$ cat src/rtl/timer_arb_pkg.sv
// Timer bus arbiter shared types: FSM states, timer register map,
// default widths and the round-robin wrap helper.
package timer_arb_pkg;

  typedef enum logic [1:0] {
    ARB_IDLE,
    ARB_SETUP,
    ARB_ACCESS,
    ARB_DONE
  } arb_state_e;

  localparam logic [1:0] TMR_STATUS = 2'd0;
  localparam logic [1:0] TMR_GOAL   = 2'd1;
  localparam logic [1:0] TMR_CURR   = 2'd2;

  localparam int DEF_NREQ    = 2;
  localparam int DEF_ADDR_W  = 2;
  localparam int DEF_DATA_W  = 8;
  localparam int DEF_TIMEOUT = 16;

  function automatic int rr_next(input int idx, input int n);
    return (idx + 1) % n;
  endfunction

endpackage

$ cat src/rtl/timer_bus_arbiter_rr_pick.sv
// Round-robin picker: first valid requester at or after ptr,
// wrapping past NREQ-1 back to 0.
module rr_pick #(
  parameter int NREQ  = 2,
  parameter int IDX_W = $clog2(NREQ)
) (
  input  logic [NREQ-1:0]  valid,
  input  logic [IDX_W-1:0] ptr,
  output logic [NREQ-1:0]  grant,
  output logic [IDX_W-1:0] idx,
  output logic             any_valid
);

  always_comb begin
    grant     = '0;
    idx       = '0;
    any_valid = 1'b0;
    for (int k = 0; k < NREQ; k++) begin
      if (!any_valid && valid[(int'(ptr) + k) % NREQ]) begin
        grant[(int'(ptr) + k) % NREQ] = 1'b1;
        idx       = IDX_W'((int'(ptr) + k) % NREQ);
        any_valid = 1'b1;
      end
    end
  end

endmodule

$ cat src/rtl/timer_bus_arbiter.sv
// Round-robin share of one APB-style timer slave among NREQ masters.
// Define TIMER_ARB_TIMEOUT_EN to bound the ACCESS phase by TIMEOUT.
module timer_bus_arbiter
  import timer_arb_pkg::*;
#(
  parameter int NREQ    = DEF_NREQ,
  parameter int ADDR_W  = DEF_ADDR_W,
  parameter int DATA_W  = DEF_DATA_W,
  parameter int TIMEOUT = DEF_TIMEOUT
) (
  input  logic                   clk,
  input  logic                   reset,
  input  logic [NREQ-1:0]        req_valid,
  input  logic [NREQ-1:0]        req_write,
  input  logic [NREQ*ADDR_W-1:0] req_addr,
  input  logic [NREQ*DATA_W-1:0] req_wdata,
  output logic [NREQ-1:0]        req_done,
  output logic [DATA_W-1:0]      rsp_rdata,
  output logic                   rsp_err,
  output logic                   m_sel,
  output logic                   m_enable,
  output logic                   m_write,
  output logic [ADDR_W-1:0]      m_addr,
  output logic [DATA_W-1:0]      m_wdata,
  input  logic [DATA_W-1:0]      m_rdata,
  input  logic                   m_ready,
  input  logic                   m_slverr
);

  localparam int IDX_W = $clog2(NREQ);

  arb_state_e        state, state_nx;
  logic [IDX_W-1:0]  rr_ptr, gnt_idx, pick_idx;
  logic [NREQ-1:0]   gnt_oh, pick_oh;
  logic              pick_any;
  logic              lat_write;
  logic [ADDR_W-1:0] lat_addr;
  logic [DATA_W-1:0] lat_wdata;
  logic              acc_tmo;

  rr_pick #(
    .NREQ  (NREQ),
    .IDX_W (IDX_W)
  ) u_pick (
    .valid     (req_valid),
    .ptr       (rr_ptr),
    .grant     (pick_oh),
    .idx       (pick_idx),
    .any_valid (pick_any)
  );

`ifdef TIMER_ARB_TIMEOUT_EN
  logic [7:0] acc_cnt;

  always_ff @(posedge clk or negedge reset) begin
    if (!reset)
      acc_cnt <= '0;
    else if (state == ARB_SETUP)
      acc_cnt <= '0;
    else if (state == ARB_ACCESS)
      acc_cnt <= acc_cnt + 8'd1;
  end

  // the TIMEOUT-th ACCESS cycle without ready ends the transfer
  assign acc_tmo = !m_ready
                && (acc_cnt == 8'(TIMEOUT - 1));
`else
  localparam int unused_timeout = TIMEOUT;
  assign acc_tmo = 1'b0;
`endif

  always_ff @(posedge clk or negedge reset) begin
    if (!reset)
      state <= ARB_IDLE;
    else
      state <= state_nx;
  end

  always_comb begin
    state_nx = state;
    m_sel    = 1'b0;
    m_enable = 1'b0;
    m_write  = 1'b0;
    m_addr   = '0;
    m_wdata  = '0;
    req_done = '0;
    unique case (state)
      ARB_IDLE: begin
        if (pick_any)
          state_nx = ARB_SETUP;
      end
      ARB_SETUP: begin
        m_sel    = 1'b1;
        m_write  = lat_write;
        m_addr   = lat_addr;
        m_wdata  = lat_wdata;
        state_nx = ARB_ACCESS;
      end
      ARB_ACCESS: begin
        m_sel    = 1'b1;
        m_enable = 1'b1;
        m_write  = lat_write;
        m_addr   = lat_addr;
        m_wdata  = lat_wdata;
        if (m_ready || acc_tmo)
          state_nx = ARB_DONE;
      end
      ARB_DONE: begin
        req_done = gnt_oh;
        state_nx = ARB_IDLE;
      end
      default: state_nx = ARB_IDLE;
    endcase
  end

  always_ff @(posedge clk or negedge reset) begin
    if (!reset) begin
      rr_ptr    <= '0;
      gnt_idx   <= '0;
      gnt_oh    <= '0;
      lat_write <= 1'b0;
      lat_addr  <= '0;
      lat_wdata <= '0;
      rsp_rdata <= '0;
      rsp_err   <= 1'b0;
    end else begin
      unique case (state)
        ARB_IDLE: begin
          if (pick_any) begin
            gnt_idx   <= pick_idx;
            gnt_oh    <= pick_oh;
            lat_write <= req_write[pick_idx];
            lat_addr  <= req_addr[int'(pick_idx)*ADDR_W +: ADDR_W];
            lat_wdata <= req_wdata[int'(pick_idx)*DATA_W +: DATA_W];
          end
        end
        ARB_ACCESS: begin
          if (m_ready) begin
            rsp_rdata <= lat_write ? '0 : m_rdata;
            rsp_err   <= m_slverr;
          end else if (acc_tmo) begin
            rsp_rdata <= '0;
            rsp_err   <= 1'b1;
          end
        end
        ARB_DONE: begin
          rr_ptr <= IDX_W'(rr_next(int'(gnt_idx), NREQ));
        end
        default: ;
      endcase
    end
  end

endmodule

$ cat config.mk
export PLATFORM = sky130hd
export DESIGN_NAME = timer_bus_arbiter
export DESIGN_NICKNAME = d
export VERILOG_FILES = /design/src/rtl/timer_arb_pkg.sv /design/src/rtl/timer_bus_arbiter_rr_pick.sv /design/src/rtl/timer_bus_arbiter.sv
export SDC_FILE = /design/constraint.sdc
export NUM_CORES = 1
export LEC_CHECK = 0
export BUFFER_PORTS_ARGS = -buffer_cell sky130_fd_sc_hd__buf_2
export CORE_MARGIN = 2
export CORE_UTILIZATION = 30
export DETAILED_ROUTE_END_ITERATION = 12
export PLACE_DENSITY = 0.54
export SLEW_MARGIN = 20
export SYNTH_ARGS = -nofsm -noshare
export SYNTH_HDL_FRONTEND = slang
export SYNTH_HIERARCHICAL = 1
export SYNTH_SLANG_ARGS = --single-unit
export TNS_END_PERCENT = 100
$ cat constraint.sdc
create_clock -name clk -period 2 [get_ports clk]
set_clock_uncertainty 0.1 [all_clocks]
set_input_delay 0.3 -clock clk [delete_from_list [all_inputs] [get_ports clk]]
set_output_delay 0.3 -clock clk [all_outputs]
set_load 0.02 [all_outputs]
# ---- Word level (Yosys, flattened, before mapping)
# Index checks and enable logic that the tools add are counted.
# W data, S select, Z words.
dict set report classes {
  reduce_logical 9
  n_bitwise 2
  shift 2
  order_cmp 5
  addsub 2
  eq_ne 5
  n_mux 27
}
# cell n
set op_table {}
lappend op_table {{$mux W1} 16}
lappend op_table {{$mux W8} 2}
lappend op_table {{$shiftx A16 B5 Y8} 1}
lappend op_table {{$mux W2} 6}
lappend op_table {{$pmux W2 S4} 1}
lappend op_table {{$reduce_and A2 Y1} 3}
lappend op_table {{$eq A2 B2 Y1 const B} 2}
lappend op_table {{$lt A1 B2 Y1 const B} 2}
lappend op_table {{$ne A2 B2 Y1 const B} 2}
lappend op_table {{$shiftx A4 B3 Y2} 1}
lappend op_table {{$logic_and A1 B1 Y1} 3}
lappend op_table {{$lt A2 B3 Y1 const B} 1}
lappend op_table {{$add A1 B1 Y1 const B} 2}
lappend op_table {{$demux W1 S1} 2}
lappend op_table {{$eq A2 B1 Y1 const B} 1}
lappend op_table {{$ge A2 B1 Y1 const B} 1}
lappend op_table {{$logic_not A2 Y1} 1}
lappend op_table {{$or A2 B2 Y2} 1}
lappend op_table {{$reduce_or A2 Y1} 1}
lappend op_table {{$and A1 B1 Y1 const A} 1}
lappend op_table {{$ge A1 B1 Y1 const B} 1}
lappend op_table {{$logic_not A1 Y1} 1}
dict set report totals {
  out_inout_bits 24
  ff_bits 26
  inputBits 36
  wordCells 61
}

# ---- Depth between registers and ports, before layout
dict set report logic_depth {
  ltp_word 9
  depth_mapped 7
  depth_no_buf 5
}

# ---- By module
# The synthesis kept the hierarchy.
# module cells_per_inst instances seq_area_each_um2 area_each_um2
set by_module_without_submodules {}
lappend by_module_without_submodules {timer_bus_arbiter 122 1 650.6 1375.1}
lappend by_module_without_submodules {rr_pick 5 1 0.0 32.5}

# ---- Worst setup path before layout
# No wires, ideal clock.
dict set report synth_timing {
  path_kind {register to output}
  from {register state[0]}
  to {output m_addr[1]}
  stages_incl_launch_ff 5
  arrival_ns 1.304
  path_buffers 1
  setup_slack_ns 0.296
  path_cell_list {dfrtp_1 > inv_1 > ha_1 > clkbuf_1 > and2_1}
}
dict set report synth_via {
  elab_chain_len 3
}
# element line_no
set synth_rtl {}
lappend synth_rtl {{start: declaration} timer_bus_arbiter.sv:32} ;# arb_state_e state, state_nx;
lappend synth_rtl {{start signal: assignment} timer_bus_arbiter.sv:76} ;# state <= state_nx;
lappend synth_rtl {{$eq A2 B2 Y1 / $eq A2 B1 Y1 (equally long branches)} timer_bus_arbiter.sv:87} ;# unique case (state)
lappend synth_rtl {{$reduce_or A2 Y1 (no line) (*)} --}
lappend synth_rtl {{$mux W2 (*)} timer_bus_arbiter.sv:87}
lappend synth_rtl {{end: declaration} timer_bus_arbiter.sv:23} ;# output logic [ADDR_W-1:0] m_addr,
# Every way passes the cells marked *; elsewhere a longest branch is shown, timed or not.

# ---- Worst setup path after layout
dict set report layout_timing {
  from {register state[1]}
  to {output m_wdata[7]}
}
dict set report layout_via {
  elab_chain_len 3
}
# element line_no
set layout_rtl {}
lappend layout_rtl {{$eq A2 B2 Y1 / $eq A2 B1 Y1 (equally long branches)} timer_bus_arbiter.sv:87}
lappend layout_rtl {{$reduce_or A2 Y1 (no line) (*)} --}
lappend layout_rtl {{$mux W8 (*)} timer_bus_arbiter.sv:87}
lappend layout_rtl {{end: declaration} timer_bus_arbiter.sv:24} ;# output logic [DATA_W-1:0] m_wdata,
# Marks and branches as above.

==> impl_metrics.py <==
metrics = {
    "sta": {
        "tns_ps": 0,
        "hold_ws_ps": 140.5,
        "tightest_slew_ps": 605.7,
        "finalHoldViolCount": 0,
        "finalSetupViolCount": 0,
        "min_period_ps": 1822,
        "rsz0062_at_grt": "no",
        "period_share": 0.9110,
        "worst_slack_ps": 178.0,
        "max_freq_mhz": 548.9,
        "report.final.slew_viol_count": 0,
        "slew_headroom": 0.5962,
    },
    "clocking": {
        "clk_latency_ps": 270,
        "cts_htree_levels": 1,
        "cts_setup_buffers": 0,
        "clockBufferDepth": 2,
        "clock_sinks": 26,
        "cts.clk_slew.worst_paths_ps": 90,
        "numCtsBuffers": 3,
        "cts_root_buf": "clkbuf_8",
        "cts_tree": "yes",
    },
    "floorplanning": {
        "start_util": 0.3167,
        "die_area_sq_um": 5256,
        "num_rows": 24,
        "boundaryPins": 60,
        "core_sq_um": 4444,
        "die_y_um": 72.50,
        "die_w_um": 72.50,
    },
    "route": {
        "num_vias": 1060,
        "wl_met1_mm": 1.319,
        "maxUsedRoutingLayer": "met4",
        "dr.pass1.iters": 3,
        "final_antenna_net_count": 0,
        "viasPerCell": 4.492,
        "wirelength_mm": 2.968,
        "drcViolationCount": 0,
        "wl_met2_mm": 1.404,
        "wl_per_cell_um": 12.58,
        "wl_met3_um": 220,
        "drtIter0Drc": 15,
    },
    "placed_design": {
        "dp_slack_ps": 291.9,
        "place_hpwl_mm": 2.256,
        "numPortBuffers": 59,
        "gp_congestion": 0.7142,
        "place_inst": 232,
    },
    "final_layout": {
        "syn_to_final_growth_pct": 25.87,
        "drive_gt1_frac": 0.4946,
        "diodes": 0,
        "layout.nets": 226,
        "final_cells": 236,
    },
    "worst_hold_path": {
        "min_path_type": "in2reg",
        "holdCritStartpoint": "m_slverr",
        "hold_path_end": "rsp_err$_DFFE_PN0P_",
        "holdPathStages": 2,
    },
    "grt": {
        "grt_overflow": 0,
        "antenna_found_initial": 0,
        "grt_pass1_wl_mm": 4.899,
        "grt_max_degree": 27,
        "grt_pass1_vias": 1031,
        "grtUsageTotal": 0.1188,
    },
    "synthesis": {
        "ys_warn_count": 6,
        "ys_ff_latch": 26,
        "syn_area_sq_um": 1408,
        "async_flop_share": 1.000,
        "synth_ff_type": "dfrtp_1",
        "synth_top_area_cell": "dfrtp_1",
        "synth.net_count": 167,
        "netlist_top_cells_area": "dfrtp_1 46%, mux2i_1 8.5%, a21oi_2 7.5%",
        "syn_inst": 127,
        "synth_edf_count": 0,
        "ys_seq_area_frac": 0.4622,
        "synth.top_cell.area_share": 0.4622,
        "syn_area_per_cell_sq_um": 11.08,
        "yosysUniqueCellTypes": 23,
    },
    "setup_path": {
        "endpoint_kind": "output pin",
        "r2r_start": "state[0]$_DFFE_PN0P_",
        "r2r_cells": 4,
        "cp.arrival_ps": 1420,
        "startpoint_type": "register",
        "cp_max_fo": 13,
        "path_class": "reg2out",
        "rrSetupSlack_ps": 360,
        "r2r-end": "gnt_oh[1]$_DFFE_PN0P_",
        "cp.required_ps": 1600,
    },
    "flow_run": {
        "maxCapViolCount": 0,
    },
    "run_status": {
        "outcome": "finished, final reports clean",
    },
    "power_and_ir_drop": {
        "power_w": 0.002914,
        "powerDensity_nw_per_um2": 1645,
        "peakVddDrop_mv": 0.6906,
        "p_leak_nw": 0.8755,
    },
}
==> cell families (layout without fill, tap and decap cells) <==
family / count (synthesis) / after routing / synth area share
and+or+nand+nor: 44 / 44 / 0.1813
DFF: 26 / 26 / 0.4622
AOI/OAI and AO/OA: 24 / 24 / 0.1262
muxes: 17 / 17 / 0.1333
buffers and inverters: 12 / 69 / 0.06133
adders and majority gates: 4 / 4 / 0.03556
==> synthesized netlist by cell type (all sizes together) (4+ instances only) <==
master	n
and2	14
ha	4
buf	6
mux2i	12
nand2	9
a21oi	12
o21ai	8
nor2	11
nand2b	8
dfrtp	26
mux2	5
inv	5
==> what timing repair did <==
item	in CTS	in global routing
resized for setup	1	1
hold buffers	1	0
endpoints found under the hold margin	26	0
setup endpoints to repair	4	4
==> worst max-delay path by stage <==
stage	from	to	slack, ps
after floorplan	state[0]$_DFFE_PN0P_	m_addr[1]	300
after global placement	state[0]$_DFFE_PN0P_	m_write	350
after detailed placement	state[1]$_DFFE_PN0P_	m_wdata[7]	290
after CTS	state[1]$_DFFE_PN0P_	m_write	50
after global routing	state[1]$_DFFE_PN0P_	m_wdata[7]	90
final	state[1]$_DFFE_PN0P_	m_wdata[7]	180
==> registers in the layout (all words and copies together), names as in the netlist <==
signal,flops
gnt_idx,1
gnt_oh,2
lat_addr,2
lat_wdata,8
lat_write,1
rr_ptr,1
rsp_err,1
rsp_rdata,8
state,2
==> cell usage in the layout, fill, tap and decap left out <==
cell / instances
mux2i_1: 12
and2_4: 1
clkbuf_8: 3
nor2b_2: 1
o21ai_1: 8
mux2_4: 3
buf_2: 59
buf_4: 1
inv_1: 5
dfrtp_1: 26
a21oi_2: 12
nor2_2: 9
nand2_2: 1
mux2_1: 2
ha_4: 1
a21boi_0: 2
and2_1: 13
nand2_1: 8
or2_1: 1
ha_1: 3
nor2_1: 2
nand2b_1: 8
o32a_1: 1
dlygate4sd3_1: 1
a21boi_1: 1
==> layer usage <==
| layer | up-vias | track usage |
|---|---|---|
| li1 | 529 | - |
| met1 | 483 | 0.1532 |
| met2 | 46 | 0.2049 |
| met3 | 2 | 0.02639 |
| met4 | 0 | 0.02469 |
| met5 | - | 0 |
==> stage by stage <==
stage / cell area [sq um] / util
2_1_floorplan: 1408 / -
3_3_place_gp: 1708 / 0.3843
3_5_place_dp: 1708 / 0.3843
4_1_cts: 1762 / 0.3964
5_1_grt: 1772 / 0.3986
6_report: 1772 / 0.3986
==> critical path, cell delays in order, from the launching register on <==
cell     delay [ps]
dfrtp_1         400
inv_1           100
ha_4            340
and2_1          150
buf_2           160
==> cell type report <==
cell class	count	area [sq um]
Multi-Input combinational cell	89	683.2
Timing Repair Buffer	61	312.8
Sequential cell	26	650.6
Fill cell	442	2673
Clock buffer	3	41.29
Tap cell	52	65.06
Inverter	5	18.77
==> power by group <==
group / leakage [nW] / total, W / internal [W] / switching, W
logic: 0.544 / 0.00170 / 0.000718 / 0.000986
registers: 0.310 / 0.000915 / 0.000757 / 0.000157
clock network: 0.0216 / 0.000295 / 0.000135 / 0.000160
total: 0.875 / 0.00291 / 0.00161 / 0.00130
Power figures use the tool's default switching activity.
